==> config.mk <==
export PLATFORM = sky130hd
export DESIGN_NAME = rr_arb_sched
export DESIGN_NICKNAME = d
export VERILOG_FILES = /design/src/rtl/rr_arb_sched.sv
export SDC_FILE = /design/constraint.sdc
export NUM_CORES = 1
export LEC_CHECK = 0
export ABC_AREA = 1
export CAP_MARGIN = 25
export CORE_MARGIN = 3
export CORE_UTILIZATION = 40
export CTS_CLUSTER_SIZE = 28
export DETAILED_ROUTE_END_ITERATION = 12
export GPL_ROUTABILITY_DRIVEN = 0
export PLACE_DENSITY = 0.83
export SLEW_MARGIN = 30
export SYNTH_ARGS = -nofsm -noshare
export SYNTH_HDL_FRONTEND = slang
export SYNTH_SLANG_ARGS = --single-unit
==> constraint.sdc <==
create_clock -name clk -period 1.5 [get_ports clk]
set_input_delay 0.225 -clock clk [delete_from_list [all_inputs] [get_ports clk]]
set_output_delay 0.225 -clock clk [all_outputs]
set_load 0.02 [all_outputs]
==> src/rtl/rr_arb_sched.sv <==
// rr_arb_sched: round-robin arbiter/scheduler for one multi-cycle shared
// resource. A winner holds the grant until it releases; the rotating pointer
// then sits on the last winner so everyone above it is preferred next.
// Optional feature macro: RR_ARB_SCHED_TIMEOUT_EN (bounded ownership with a
// forced release and an o_timeout pulse). Without it ownership is unbounded.

// mask: thermometer mask relative to a one-hot pointer.
// TOWARDS_LSB=0 selects bits above ptr, TOWARDS_LSB=1 bits below ptr;
// INCLUSIVE adds the ptr bit itself.
module mask #(
    parameter int W           = 4,
    parameter bit TOWARDS_LSB = 1'b0,
    parameter bit INCLUSIVE   = 1'b0
) (
    input  logic [W-1:0] ptr,
    output logic [W-1:0] msk
);
    localparam logic [W-1:0] ONE = W'(1);

    // For a one-hot ptr, (ptr-1) is the run of ones below it; the shifted
    // form folds the ptr bit in. Overflow of ptr<<1 at the MSB yields an
    // empty "above" mask, which is exactly the wrap-around case.
    generate
        if (!TOWARDS_LSB && !INCLUSIVE) begin : g_up_excl
            assign msk = ~((ptr << 1) - ONE);
        end else if (!TOWARDS_LSB && INCLUSIVE) begin : g_up_incl
            assign msk = ~(ptr - ONE);
        end else if (TOWARDS_LSB && !INCLUSIVE) begin : g_dn_excl
            assign msk = ptr - ONE;
        end else begin : g_dn_incl
            assign msk = (ptr << 1) - ONE;
        end
    endgenerate
endmodule

module rr_arb_sched #(
    parameter int N       = 4,
    parameter int TIMEOUT = 256
) (
    input  logic                 clk,
    input  logic                 rst_n,
    input  logic                 i_en,
    input  logic [N-1:0]         i_req,
    input  logic                 i_rel,
    output logic [N-1:0]         o_gnt,
    output logic                 o_gnt_vld,
    output logic [$clog2(N)-1:0] o_gnt_id,
    output logic                 o_timeout
);
    localparam int IW = $clog2(N);
    localparam int CW = $clog2(TIMEOUT);

    generate
        if (N < 2 || TIMEOUT < 2) begin : g_bad_param
            $error("rr_arb_sched: N and TIMEOUT must both be >= 2");
        end
    endgenerate

    typedef enum logic {
        IDLE = 1'b0,
        BUSY = 1'b1
    } state_t;

    state_t          state, state_nxt;
    logic [N-1:0]    ptr, ptr_nxt;
    logic [N-1:0]    gnt, gnt_nxt;
    logic            gnt_vld, gnt_vld_nxt;
    logic [IW-1:0]   gnt_id, gnt_id_nxt;
    logic            tmo, tmo_nxt;

    logic [N-1:0]    above;
    logic [N-1:0]    m_req;
    logic [N-1:0]    pick_src;
    logic [N-1:0]    win;
    logic [IW-1:0]   win_id;
    logic            any_req;
    logic            force_rel;
    logic            release_now;
    logic            issue;

    // Bits strictly above the pointer; ptr always names the last winner.
    mask #(
        .W           (N),
        .TOWARDS_LSB (1'b0),
        .INCLUSIVE   (1'b0)
    ) u_mask (
        .ptr (ptr),
        .msk (above)
    );

    assign any_req  = |i_req;
    assign m_req    = i_req & above;
    assign pick_src = (m_req != '0) ? m_req : i_req;
    // Lowest set bit; an empty request vector gives zero.
    assign win      = pick_src & (~pick_src + N'(1));

    // Binary index of the one-hot winner.
    always_comb begin
        win_id = '0;
        for (int i = 0; i < N; i++) begin
            if (win[i]) begin
                win_id = IW'(i);
            end
        end
    end

`ifdef RR_ARB_SCHED_TIMEOUT_EN
    logic [CW-1:0] own_cnt;

    assign force_rel = (state == BUSY) && !i_rel && (own_cnt == CW'(TIMEOUT - 1));

    // Ownership age: cleared on every grant issue, counts BUSY cycles, 0 in IDLE.
    always_ff @(posedge clk) begin
        if (!rst_n) begin
            own_cnt <= '0;
        end else if (issue || state_nxt == IDLE) begin
            own_cnt <= '0;
        end else begin
            own_cnt <= own_cnt + CW'(1);
        end
    end
`else
    assign force_rel = 1'b0;
`endif

    assign release_now = (state == BUSY) && (i_rel || force_rel);
    assign issue       = i_en && any_req && ((state == IDLE) || release_now);

    // Next-state and registered-output decode.
    always_comb begin
        state_nxt   = state;
        ptr_nxt     = ptr;
        gnt_nxt     = gnt;
        gnt_vld_nxt = gnt_vld;
        gnt_id_nxt  = gnt_id;
        tmo_nxt     = force_rel;
        if (issue) begin
            state_nxt   = BUSY;
            ptr_nxt     = win;
            gnt_nxt     = win;
            gnt_vld_nxt = 1'b1;
            gnt_id_nxt  = win_id;
        end else if (release_now) begin
            state_nxt   = IDLE;
            gnt_nxt     = '0;
            gnt_vld_nxt = 1'b0;
            gnt_id_nxt  = '0;
        end
    end

    // State and grant registers; reset parks ptr on the MSB so bit 0 wins first.
    always_ff @(posedge clk) begin
        if (!rst_n) begin
            state   <= IDLE;
            ptr     <= {1'b1, {(N-1){1'b0}}};
            gnt     <= '0;
            gnt_vld <= 1'b0;
            gnt_id  <= '0;
            tmo     <= 1'b0;
        end else begin
            state   <= state_nxt;
            ptr     <= ptr_nxt;
            gnt     <= gnt_nxt;
            gnt_vld <= gnt_vld_nxt;
            gnt_id  <= gnt_id_nxt;
            tmo     <= tmo_nxt;
        end
    end

    assign o_gnt     = gnt;
    assign o_gnt_vld = gnt_vld;
    assign o_gnt_id  = gnt_id;
`ifdef RR_ARB_SCHED_TIMEOUT_EN
    assign o_timeout = tmo;
`else
    assign o_timeout = 1'b0;
`endif

`ifndef SYNTHESIS
    // Grant must be one-hot or empty, and the valid/id outputs must agree with it.
    always @(posedge clk) begin
        assert ($onehot0(gnt)) else $error("rr_arb_sched: grant not one-hot");
        assert (gnt_vld == (|gnt)) else $error("rr_arb_sched: gnt_vld inconsistent");
    end
`endif
endmodule

==> impl_metrics.ini, run 1 <==
[global_route]
grt_usage_pct = 14.9
antenna_found_initial = 0
grt_overflow = 0
grt_pass1_vias = 548
grt_max_degree = 10
grt_pass1_wl_um = 2100

[floorplanning]
core_area_um2 = 1200
dieWidth_um = 43.3
die_area_um2 = 1870
die_h_um = 43.3
fp-row-count = 12
initial_utilization_pct = 46.3
io_pins = 16

[cts]
clockRootBuffer = clkbuf_4
cts_tree = yes
clock-sinks = 10
cts_buffer_depth = 2
htree_levels = 1
cts_buffers = 3
clkLatencyLatePin_ns = 0.27
clk_pin_slew_ns = 0.07

[layout]
final_cell_mix = 15 x nand2_1, 13 x clkdlybuf4s50_1, 9 x inv_1
drive_above_1_share_pct = 41.3
diodes = 0
finalNetCount = 114
area_growth_syn_to_layout_pct = 59.9
num-fill-cells = 98
final_core_util_pct = 74.0
mostFrequentLayoutCell = nand2_1
register_area_um2 = 203
multiInputGateArea_um2 = 375

[power]
p_sw_share_pct = 31.8
cellLeakagePower_uw = 0.000411
combPwrFrac_pct = 33.3
netSwitchingPower_uw = 257
clkPwrFrac_pct = 29.9
seqPwrFrac_pct = 36.8
ir_drop_uv = 691
power_density_nw_per_um2 = 908
p_int_uw = 550
p_total_uw = 807

[critical_path]
worst-path-buf-inv = 2
crit_path_start_kind = flip-flop
endpoint_kind = flip-flop
crit_required_ns = 1.72
slowest_stage = dfxtp_2
crit_type = reg2reg
rr_worst_depth = 11
worstPathArrival_ns = 1.69
crit_chain = inv_2, ha_4, nand2_4, nand2_4, a21oi_2, nand2_1, nor2_1, nand2_2, nand3_1, nand2_1, inv_1
worst-path-max-fanout = 3
cpLargestDelayFamily = simple AND/OR/NAND/NOR gates
cp_slowest_stage_delay_ns = 0.34
cp_num_cells = 11
ff2ff_setup_slack_ns = 0.03

[timing]
slew_violations = 0
finClkSkew_ns = 0.00257
whs_ns = 0.474
hold_violations = 0
finalCritPeriodShare_pct = 97.7
layout_min_cycle_time_ns = 1.47
finalSetupViolCount = 0
fmax_mhz = 682

[synth]
synth_area_leaders = dfxtp_1 36%, nand2_1 15%, inv_1 7.4%
avgSynthCellArea_um2 = 6.94
netlist_area_um2 = 556
yosysUniqueCellTypes = 20
yosys.area.top_type = dfxtp_1
synth_top_area_share_pct = 36.0
ys_seq_elements = 10
synth-seq-area-share_pct = 36.0
netlist_instances = 80
syn-num-nets = 89
yosysWarnings = 0

[routing]
wl_per_cell_um = 11.9
postRouteAntennaNets = 0
drt_pre_antenna_iters = 4
drc = 0
vias_per_cell = 4.79
drt_iter0_markers = 7
wl_um = 1400
vias = 565

[placement]
place_hpwl_um = 963
port_buffers = 14

[hold_path]
min_path_cells = 2
min_path_type = reg2reg

[flow_run]
cap_violations = 0

[outcome]
status = complete, no violations
-- logic make-up after synthesis --
kind of cell / after synthesis / synth area share (%)
compound gates: 11 / 11.5
fa+ha+maj: 1 / 2.25
buf+inv: 17 / 12.2
flops: 10 / 36.0
other cells: 1 / 0.675
simple gates: 40 / 37.4
-- metrics by stage --
| step | cell area (um^2) | TNS, ns | instances | setup slack (ns) |
|---|---|---|---|---|
| detailed placement | 751 | -0.184 | 113 | -0.0385 |
| finish | 888 | 0 | 118 | 0.0343 |
| global placement | 751 | -0.160 | 113 | -0.0569 |
| floorplan | 556 | 0 | 80 | 0.142 |
| global route | 888 | -0.125 | 118 | -0.0435 |
| CTS | 786 | 0 | 117 | 0.00108 |
-- power by group through the flow --
stage	clock network (uW)	registers, uW	logic, uW
2_1_floorplan	0	315	110
3_3_place_gp	0	300	199
3_5_place_dp	0	301	204
4_1_cts	247	295	204
5_1_grt	263	300	296
6_report	241	297	268
-- final timing paths --
kind	from	endpoint
max	ptr[1]	o_gnt_id[1]
min	o_gnt[2]	o_gnt[2]
max reg2reg	ptr[1]	o_gnt_id[1]
min reg2reg	o_gnt[2]	o_gnt[2]
-- layer usage --
layer  track usage (%)  wire length (um)
met3              4.24                51
met4              9.04                30
met2              23.6               684
met1              17.4               634
met5                 0                 0
-- final cells by class --
type | count | area share [%]
Tap cell | 14 | 1.97
Clock buffer | 4 | 4.08
Sequential cell | 10 | 22.8
Multi-Input combinational cell | 53 | 42.3
Timing Repair Buffer | 21 | 21.5
Inverter | 16 | 7.32
-- flip-flops by register name, indices dropped and copies added, names as in the netlist --
register,count
o_gnt_vld,1
o_gnt,4
o_gnt_id,2
ptr,3
-- synth_stat cells --
master,n
and3_1,1
nand2_2,2
nand3_2,3
conb_1,1
nor2_4,1
inv_1,11
nor2_2,2
inv_2,4
clkinv_1,1
a21oi_1,8
nand2_1,22
ha_1,1
a211oi_1,1
nor2_1,4
a21oi_2,1
nand2_4,2
dfxtp_1,10
nand3_1,3
a22oi_1,1
buf_4,1
-- worst reg2reg max path, delay by kind of cell (launching register included) --
family          cells  cell delay (ns)
buf+inv             2             0.08
simple gates        7             0.63
fa+ha+maj           1             0.23
flops               1             0.34
compound gates      1             0.15
-- timing repair --
action,4_1_cts,5_1_grt
hold buffers,0,0
endpoints found under the setup margin,1,8
setup buffers,0,1
pin swaps,0,8
resized for setup,1,26
(Power assumes the default switching activity.)
==> run 2, diff against run 1 <==
Settings changed: MAX_ROUTING_LAYER from default to met4.
==> impl_metrics.ini, run 2 (synthesized netlist as in run 1, its figures left out) <==
[timing]
finalCritPeriodShare_pct = 97.7
finClkSkew_ns = 0.00242
layout_min_cycle_time_ns = 1.47
slew_violations = 0
fmax_mhz = 682
fin_setup_tns_ns = 0
hold_violations = 0
finalSetupViolCount = 0

[placement]
place_hpwl_um = 963
placed_cells = 113
port_buffers = 14

[layout]
register_area_um2 = 203
final_core_util_pct = 74.0
diodes = 0
final_cell_mix = 15 x nand2_1, 13 x clkdlybuf4s50_1, 9 x inv_1
multiInputGateArea_um2 = 375
drive_above_1_share_pct = 41.3
largest_reg_flops = 4
final_cells = 118
finalNetCount = 114
area_growth_syn_to_layout_pct = 59.9
num-fill-cells = 98
mostFrequentLayoutCell = nand2_1

[floorplanning]
dieWidth_um = 43.3
io_pins = 16
die_area_um2 = 1870
core_area_um2 = 1200
fp-row-count = 12
initial_utilization_pct = 46.3
die_h_um = 43.3

[critical_path]
crit_type = reg2reg
cp_slowest_stage_delay_ns = 0.34
crit_required_ns = 1.72
worst-path-max-fanout = 3
worstPathArrival_ns = 1.68
slowest_stage = dfxtp_2
endpoint_kind = flip-flop
crit_chain = inv_2, ha_4, nand2_4, nand2_4, a21oi_2, nand2_1, nor2_1, nand2_2, nand3_1, nand2_1, inv_1
crit_path_start_kind = flip-flop

[power]
cellLeakagePower_uw = 0.000411
clkPwrFrac_pct = 29.8
netSwitchingPower_uw = 256
p_int_uw = 550
combPwrFrac_pct = 33.3
power_density_nw_per_um2 = 907
p_sw_share_pct = 31.8
ir_drop_uv = 692
seqPwrFrac_pct = 36.9

[cts]
htree_levels = 1
cts_tree = yes
clkLatencyLatePin_ns = 0.27
clock-sinks = 10
cts_buffers = 3
clk_pin_slew_ns = 0.07
cts_buffer_depth = 2
clockRootBuffer = clkbuf_4

[global_route]
antenna_found_initial = 0
grt_max_degree = 10
grt_overflow = 0
grt_usage_pct = 15.3
grt_pass1_vias = 550
grt_pass1_wl_um = 2100

[routing]
wl_um = 1400
vias_per_cell = 4.78
wl_per_cell_um = 11.9
drt_pre_antenna_iters = 4
drc = 0
vias = 564
postRouteAntennaNets = 0
drt_iter0_markers = 6

[outcome]
status = complete, no violations

[hold_path]
min_path_type = reg2reg

[flow_run]
cap_violations = 0
run 2: timing repair:
action | 4_1_cts | 5_1_grt
endpoints found under the setup margin | 1 | 8
pin swaps | 0 | 8
buffers inserted | 0 | 1
hold buffers | 0 | 0
gates resized for setup | 1 | 26
run 2: worst max-delay path: cells and delay by family (launching register included):
family	cells	cell delay (ns)
fa+ha+maj	1	0.23
flops	1	0.34
simple gates	7	0.63
compound gates	1	0.15
buf+inv	2	0.08
run 2: worst paths after layout:
kind                            cells past startpoint           to  slack (ns)  startpoint
worst max-delay path                               11  o_gnt_id[1]        0.03      ptr[1]
worst min-delay path                                2     o_gnt[2]        0.48    o_gnt[2]
worst max register to register                     11  o_gnt_id[1]        0.03      ptr[1]
worst min register to register                      2     o_gnt[2]        0.48    o_gnt[2]
run 2: final cells by class:
| cell class | instances | share of cell area, % |
|---|---|---|
| multi-input cells | 53 | 42.3 |
| flip-flops and latches | 10 | 22.8 |
| repair buffers | 21 | 21.5 |
| inverters | 16 | 7.32 |
| clock buffers | 4 | 4.08 |
| well taps | 14 | 1.97 |
run 2: power groups by stage:
stage | clock, uW | combinational, uW | sequential [uW]
final | 241 | 268 | 297
after global routing | 263 | 296 | 300
after CTS | 247 | 204 | 295
after detailed placement | 0 | 204 | 301
after global placement | 0 | 199 | 300
after floorplan | 0 | 110 | 315
run 2: metrics by stage:
| stage | total power [uW] | setup slack [ns] | area (um^2) | hold WS [ns] |
|---|---|---|---|---|
| after floorplan | 426 | 0.142 | 556 | 0.323 |
| after global placement | 499 | -0.0569 | 751 | 0.453 |
| after detailed placement | 506 | -0.0385 | 751 | 0.464 |
| after CTS | 746 | 0.00108 | 786 | 0.478 |
| after global routing | 858 | -0.0435 | 888 | 0.496 |
| final | 806 | 0.0346 | 888 | 0.477 |
run 2: per-layer routing:
metal	wire length, um	global-route usage [%]	share of wire, %
met1	635	17.4	45
met2	684	23.6	49
met3	51	4.24	3.6
met4	32	9.04	2.3
met5	0	-	0
